[src/rtl/jt12_timers_pkg.sv]
// Shared widths, defaults and control bundle for the jt12 Timer A/B block.
package jt12_timers_pkg;

  localparam int TA_W            = 10;
  localparam int TB_W            = 8;
  localparam int PRESC_W         = 4;
  localparam int SLOTS_DEF       = 24;
  localparam int TB_PRESCALE_DEF = 16;

  typedef struct packed {
    logic load;
    logic en_irq;
    logic clr_flag;
  } timer_ctl_t;

endpackage

[src/rtl/jt12_timers_if.sv]
// Register-file side bundle of the timer block: reload values, control bits and status outputs.
interface jt12_timers_if;
  import jt12_timers_pkg::*;

  logic [TA_W-1:0] value_A;
  logic [TB_W-1:0] value_B;
  logic            load_A;
  logic            load_B;
  logic            en_irq_A;
  logic            en_irq_B;
  logic            clr_flag_A;
  logic            clr_flag_B;
  logic            flag_A;
  logic            flag_B;
  logic            overflow_A;
  logic            irq_n;

  modport master (
    output value_A, value_B, load_A, load_B, en_irq_A, en_irq_B, clr_flag_A, clr_flag_B,
    input  flag_A, flag_B, overflow_A, irq_n
  );

  modport slave (
    input  value_A, value_B, load_A, load_B, en_irq_A, en_irq_B, clr_flag_A, clr_flag_B,
    output flag_A, flag_B, overflow_A, irq_n
  );

endinterface

[src/rtl/jt12_timer_cnt.sv]
// One YM2612 timer: load-edge detector, optional zero-tick prescaler, up-counter with reload, status flag.
module jt12_timer_cnt
  import jt12_timers_pkg::*;
#(
  parameter int CNT_W    = TA_W,
  parameter int PRESCALE = 1
) (
  input  logic             clk,
  input  logic             rst_n,
  input  logic             clk_en,
  input  logic             zero,
  input  logic [CNT_W-1:0] value_i,
  input  timer_ctl_t       ctl_i,
  output logic             ovf_o,
  output logic             flag_o
);

  logic               load_q;
  logic [CNT_W-1:0]   cnt_q, cnt_d;
  logic [PRESC_W-1:0] presc_q, presc_d;
  logic               flag_q, flag_d;
  logic               load_edge, step, ovf;

  always_comb begin
    cnt_d     = cnt_q;
    presc_d   = presc_q;
    step      = 1'b0;
    ovf       = 1'b0;
    load_edge = ctl_i.load & ~load_q;
    // A zero tick coinciding with the load edge is swallowed by the reload.
    if (load_edge) begin
      cnt_d   = value_i;
      presc_d = '0;
    end else if (ctl_i.load && zero) begin
      if (PRESCALE <= 1) begin
        step = 1'b1;
      end else begin
        step    = (presc_q == PRESC_W'(PRESCALE - 1));
        presc_d = step ? '0 : presc_q + 1'b1;
      end
      if (step) begin
        if (&cnt_q) begin
          cnt_d = value_i;
          ovf   = 1'b1;
        end else begin
          cnt_d = cnt_q + 1'b1;
        end
      end
    end
    // Set wins over a simultaneous clear.
    if (ovf && ctl_i.en_irq) flag_d = 1'b1;
    else if (ctl_i.clr_flag) flag_d = 1'b0;
    else                     flag_d = flag_q;
  end

  always_ff @(posedge clk or negedge rst_n) begin
    if (!rst_n) begin
      load_q  <= 1'b0;
      cnt_q   <= '0;
      presc_q <= '0;
      flag_q  <= 1'b0;
    end else if (clk_en) begin
      load_q  <= ctl_i.load;
      cnt_q   <= cnt_d;
      presc_q <= presc_d;
      flag_q  <= flag_d;
    end
  end

  assign ovf_o  = clk_en & ovf;
  assign flag_o = flag_q;

endmodule

[src/rtl/jt12_timers.sv]
// Timer A/B top: two timer instances, registered IRQ and the CSM overflow_A window.
// Define JT12_CSM_EN to build the overflow_A window; otherwise overflow_A is tied low.
module jt12_timers
  import jt12_timers_pkg::*;
#(
  parameter int SLOTS       = SLOTS_DEF,
  parameter int TB_PRESCALE = TB_PRESCALE_DEF
) (
  input  logic          clk,
  input  logic          rst_n,
  input  logic          clk_en,
  input  logic          zero,
  jt12_timers_if.slave  tif
);

  if (SLOTS < 1 || TB_PRESCALE < 1 || TB_PRESCALE > (1 << PRESC_W)) begin : g_param_check
    $error("jt12_timers: SLOTS/TB_PRESCALE out of range");
  end

  timer_ctl_t ctl_A, ctl_B;
  logic       ovf_A, ovf_B;
  logic       flag_A, flag_B;
  logic       irq_n_q;
  logic       unused_ovf;

  assign ctl_A = '{load: tif.load_A, en_irq: tif.en_irq_A, clr_flag: tif.clr_flag_A};
  assign ctl_B = '{load: tif.load_B, en_irq: tif.en_irq_B, clr_flag: tif.clr_flag_B};

  jt12_timer_cnt #(.CNT_W(TA_W), .PRESCALE(1)) u_timer_a (
    .clk     (clk),
    .rst_n   (rst_n),
    .clk_en  (clk_en),
    .zero    (zero),
    .value_i (tif.value_A),
    .ctl_i   (ctl_A),
    .ovf_o   (ovf_A),
    .flag_o  (flag_A)
  );

  jt12_timer_cnt #(.CNT_W(TB_W), .PRESCALE(TB_PRESCALE)) u_timer_b (
    .clk     (clk),
    .rst_n   (rst_n),
    .clk_en  (clk_en),
    .zero    (zero),
    .value_i (tif.value_B),
    .ctl_i   (ctl_B),
    .ovf_o   (ovf_B),
    .flag_o  (flag_B)
  );

  always_ff @(posedge clk or negedge rst_n) begin
    if (!rst_n)      irq_n_q <= 1'b1;
    else if (clk_en) irq_n_q <= ~(flag_A | flag_B);
  end

`ifdef JT12_CSM_EN
  logic ovf_win_q, ovf_win_d;

  // Held from the overflow step until the next plain zero tick: one full sample of slots.
  always_comb begin
    ovf_win_d = ovf_win_q;
    if (ovf_A)     ovf_win_d = 1'b1;
    else if (zero) ovf_win_d = 1'b0;
  end

  always_ff @(posedge clk or negedge rst_n) begin
    if (!rst_n)      ovf_win_q <= 1'b0;
    else if (clk_en) ovf_win_q <= ovf_win_d;
  end

  assign tif.overflow_A = ovf_win_q;
  assign unused_ovf     = ovf_B;
`else
  assign tif.overflow_A = 1'b0;
  assign unused_ovf     = ovf_A ^ ovf_B;
`endif

  assign tif.flag_A = flag_A;
  assign tif.flag_B = flag_B;
  assign tif.irq_n  = irq_n_q;

endmodule
[src/flat_wrapper.sv]
// flat-port wrapper written by rule: the top's interface ports become plain ports
module jt12_timers_flat import jt12_timers_pkg::*;
#(
  parameter int SLOTS       = SLOTS_DEF,
  parameter int TB_PRESCALE = TB_PRESCALE_DEF
)
  (clk, rst_n, clk_en, zero, tif_value_A, tif_value_B, tif_load_A, tif_load_B, tif_en_irq_A, tif_en_irq_B, tif_clr_flag_A, tif_clr_flag_B, tif_flag_A, tif_flag_B, tif_overflow_A, tif_irq_n);
  jt12_timers_if tif_i ();
  input  logic clk;
  input  logic rst_n;
  input  logic clk_en;
  input  logic zero;
  input wire logic [$bits(tif_i.value_A)-1:0] tif_value_A;
  input wire logic [$bits(tif_i.value_B)-1:0] tif_value_B;
  input wire logic [$bits(tif_i.load_A)-1:0] tif_load_A;
  input wire logic [$bits(tif_i.load_B)-1:0] tif_load_B;
  input wire logic [$bits(tif_i.en_irq_A)-1:0] tif_en_irq_A;
  input wire logic [$bits(tif_i.en_irq_B)-1:0] tif_en_irq_B;
  input wire logic [$bits(tif_i.clr_flag_A)-1:0] tif_clr_flag_A;
  input wire logic [$bits(tif_i.clr_flag_B)-1:0] tif_clr_flag_B;
  output wire logic [$bits(tif_i.flag_A)-1:0] tif_flag_A;
  output wire logic [$bits(tif_i.flag_B)-1:0] tif_flag_B;
  output wire logic [$bits(tif_i.overflow_A)-1:0] tif_overflow_A;
  output wire logic [$bits(tif_i.irq_n)-1:0] tif_irq_n;
  assign tif_i.value_A = tif_value_A;
  assign tif_i.value_B = tif_value_B;
  assign tif_i.load_A = tif_load_A;
  assign tif_i.load_B = tif_load_B;
  assign tif_i.en_irq_A = tif_en_irq_A;
  assign tif_i.en_irq_B = tif_en_irq_B;
  assign tif_i.clr_flag_A = tif_clr_flag_A;
  assign tif_i.clr_flag_B = tif_clr_flag_B;
  assign tif_flag_A = tif_i.flag_A;
  assign tif_flag_B = tif_i.flag_B;
  assign tif_overflow_A = tif_i.overflow_A;
  assign tif_irq_n = tif_i.irq_n;
  jt12_timers #(.SLOTS(SLOTS), .TB_PRESCALE(TB_PRESCALE)) u_core (.clk(clk), .rst_n(rst_n), .clk_en(clk_en), .zero(zero), .tif(tif_i));
endmodule
[config.mk]
export PLATFORM = sky130hd
export DESIGN_NAME = jt12_timers_flat
export DESIGN_NICKNAME = d
export VERILOG_FILES = /design/src/rtl/jt12_timers_pkg.sv /design/src/rtl/jt12_timers_if.sv /design/src/rtl/jt12_timer_cnt.sv /design/src/rtl/jt12_timers.sv /design/src/flat_wrapper.sv
export SDC_FILE = /design/constraint.sdc
export NUM_CORES = 1
export LEC_CHECK = 0
export CAP_MARGIN = 15
export CORE_ASPECT_RATIO = 0.7
export CORE_MARGIN = 2
export CORE_UTILIZATION = 56
export DETAILED_ROUTE_END_ITERATION = 16
export HOLD_SLACK_MARGIN = 0.06
export PLACE_DENSITY = 0.89
export SLEW_MARGIN = 20
export SYNTH_ARGS = -nofsm -noshare
export SYNTH_HDL_FRONTEND = slang
export SYNTH_HIERARCHICAL = 1
export SYNTH_SLANG_ARGS = --single-unit
[constraint.sdc]
create_clock -name clk -period 4.6 [get_ports clk]
set_input_delay 1.38 -clock clk [delete_from_list [all_inputs] [get_ports clk]]
set_output_delay 1.38 -clock clk [all_outputs]
set_load 0.05 [all_outputs]
==> qor.txt <==
NumNets Final: 239
Num CTS Buffers: 3
CTS resizes: 0
Hold Buf Count CTS: 0
Crit path kind: input pin to register
Commonest cells after routing, fill and taps aside: clkdlybuf4s50_1 (30), dfrtp_1 (26), nand2_1 (19)
FF-to-FF Start: u_core/u_timer_a/cnt_q[0]$_DFFE_PN0P_
Period utilisation layout: 0.682
Final instance area: 2040 µm²
Top_reg_cell synth: dfrtp_1
Most common cell after layout, fill and taps aside: clkdlybuf4s50_1
Pleak: 0.846 nW
WL per Instance: 17.0 µm
Mapped Cells: 180
PD cells: 381 nW/µm²
Post-layout min period: 3140 ps
Die ar.: 3500 µm²
Crit. End Element: register
Avg Cell Area, Syn: 9.45 µm²
Worst-path maximum fanout: 12
Initial Util: 0.598
PortBufs: 30
Clock buffer depth: 2
Num rows: 16
Status: complete, no violations
Global route hottest layer: met2
Largest net degree at the start of global routing: 28
Worst clock skew: 9.49 ps
Initial DRC count: 200
Total gr overflow: 0
Mapped Area: 1700 µm²
Final Power: 779 µW
Vias in the first global route: 1374
Sink Count: 27
Register clock-pin slew on the reported worst setup and hold paths: 80 ps
Crit path launch type: input pin
Skew-Pair Late Insertion Delay: 280 ps
GR Util met3: 0.0552
N_diodes: 0
Vias per Instance: 6.16
Worst reg2reg endpoint: u_core/u_timer_a/cnt_q[7]$_DFFE_PN0P_
IO Pins: 32
Post-DP HPWL: 3150 µm
First-pass GRT wire length: 6750 µm
Rel. slew slack: 0.484
Core ar.: 2840 µm²
WL final: 4130 µm
Min-delay worst type: register to register
Share of layout cells above drive strength 1: 0.0918
GR Util met1: 0.346
Area grow syn2layout: 20.2%
Worst-margin pin slew: 773 ps
CTS root buffer: clkbuf_8
Number of max-cap violations: 0
RSZ-0062 raised after global routing: false
Via count: 1496
Area post-placement: 2000 µm²
R2R Setup Slk: 2430 ps
Die X: 69.9 µm
Drt drc: 0
Synthesized flop and latch total: 27
Post-synthesis sequential area ratio: 0.398
Path depth of the worst reg2reg path: 5
GRT Overall Usage: 0.245
Final Setup Violations: 0
DR pass1 iterations: 6
Ys Warns: 6
Met2 track demand over resource: 0.395
End of the critical path: u_core/u_timer_a/cnt_q[0]$_DFFE_PN0P_
Distinct cells, synth: 48
CP startpoint: clk_en
Critical path arrival: 3270 ps
Number of routed nets with antenna violations: 0
Max Clock Freq: 319 MHz
H-tree depth: 1
Final Wtd Congestion: 0.909
Initial antenna violation count: 0
Sum Neg Setup Slack: 0 ps
Maximum vdd drop: 0.251 mV
Setup bufs post-CTS: 0
Post-synth EDFFs: 0
Slew Limit Fails: 0
Synth async-reset ratio: 1.00
Die H: 50.1 µm
Net Count, Synth: 211
TritonCTS clock tree: yes
Final Hold Fails: 0
CP Data Required Time: 4730 ps
[area by class of cell]
| class | instances | area, µm² |
|---|---|---|
| multi-input combinational | 138 | 943 |
| fill | 209 | 798 |
| sequential | 27 | 677 |
| timing repair buffer | 31 | 308 |
| clock buffer | 4 | 45.0 |
| tap | 36 | 45.0 |
| inverter | 7 | 26.3 |
[how the worst min path moves through the flow]
stage	depth (start not counted)	start	to	slack, ps
2_1_floorplan	2	u_core/u_timer_b/presc_q[1]$_DFFE_PN0P_	u_core/u_timer_b/presc_q[1]$_DFFE_PN0P_	460
6_report	2	u_core/u_timer_b/presc_q[1]$_DFFE_PN0P_	u_core/u_timer_b/presc_q[1]$_DFFE_PN0P_	510
4_1_cts	2	u_core/u_timer_b/presc_q[1]$_DFFE_PN0P_	u_core/u_timer_b/presc_q[1]$_DFFE_PN0P_	510
3_5_place_dp	2	u_core/u_timer_b/presc_q[1]$_DFFE_PN0P_	u_core/u_timer_b/presc_q[1]$_DFFE_PN0P_	490
3_3_place_gp	2	u_core/u_timer_b/presc_q[1]$_DFFE_PN0P_	u_core/u_timer_b/presc_q[1]$_DFFE_PN0P_	480
5_1_grt	2	u_core/u_timer_b/presc_q[1]$_DFFE_PN0P_	u_core/u_timer_b/presc_q[1]$_DFFE_PN0P_	540
[routing by layer]
layer / routed length (µm) / vias to the layer above
li1: - / 728
met2: 1960 / 47
met1: 1930 / 718
met3: 230 / 3
met4: 11 / 0
met5: 0 / -
[per-stage QoR]
stage | util | hold WS, ps | setup WS [ps] | std cells
after floorplan | - | 463 | 2170 | 180
after global placement | 0.703 | 480 | 1440 | 239
after detailed placement | 0.703 | 491 | 1270 | 239
after CTS | 0.719 | 510 | 1500 | 243
after global routing | 0.719 | 544 | 1300 | 243
final | 0.719 | 512 | 1460 | 243
[synthesized netlist by cell type, types with 3 or more instances]
cell type,instances,area [µm²]
a21oi_1,8,40.0
a22o_1,3,26.3
a22oi_1,7,52.6
and3_1,10,62.6
clkbuf_1,3,11.3
dfrtp_1,26,651
ha_1,3,37.5
inv_1,7,26.3
mux2i_1,8,80.1
nand2_1,19,71.3
nand2b_1,3,18.8
nand3_1,8,40.0
nand4_1,5,31.3
nor2_1,6,22.5
nor3b_1,3,22.5
nor4_1,3,18.8
o21ai_0,16,80.1
o2bb2ai_1,4,35.0
[report_power, final]
part	total (mW)	switching, mW	internal (mW)
combinational	0.252	0.134	0.118
sequential	0.392	0.0854	0.306
clock	0.135	0.0731	0.0622
[logic make-up (layout without fill, tap and decap cells)]
kind of cell / count (synthesis) / after routing / synth area share
and+or+nand+nor: 74 / 74 / 0.260
adders and majority gates: 3 / 3 / 0.0221
other: 1 / 1 / 0.00221
muxes: 9 / 9 / 0.0559
buffers and inverters: 15 / 42 / 0.0471
AOI/OAI and AO/OA: 51 / 51 / 0.214
DFF: 27 / 27 / 0.398
[worst max-delay path, cell delays in order]
cell             delay (ps)
clkdlybuf4s50_1         670
nand2_1                 200
nor2b_1                 650
nand3_1                 200
o311ai_0                170
[registers in the layout, indices dropped and copies added (netlist names)]
register / count
u_core/tif.irq_n: 1
u_core/u_timer_a/cnt_q: 10
u_core/u_timer_a/flag_o: 1
u_core/u_timer_a/load_q: 1
u_core/u_timer_b/cnt_q: 8
u_core/u_timer_b/flag_o: 1
u_core/u_timer_b/load_q: 1
u_core/u_timer_b/presc_q: 4
Note: power is estimated with default switching activity, not from simulation.
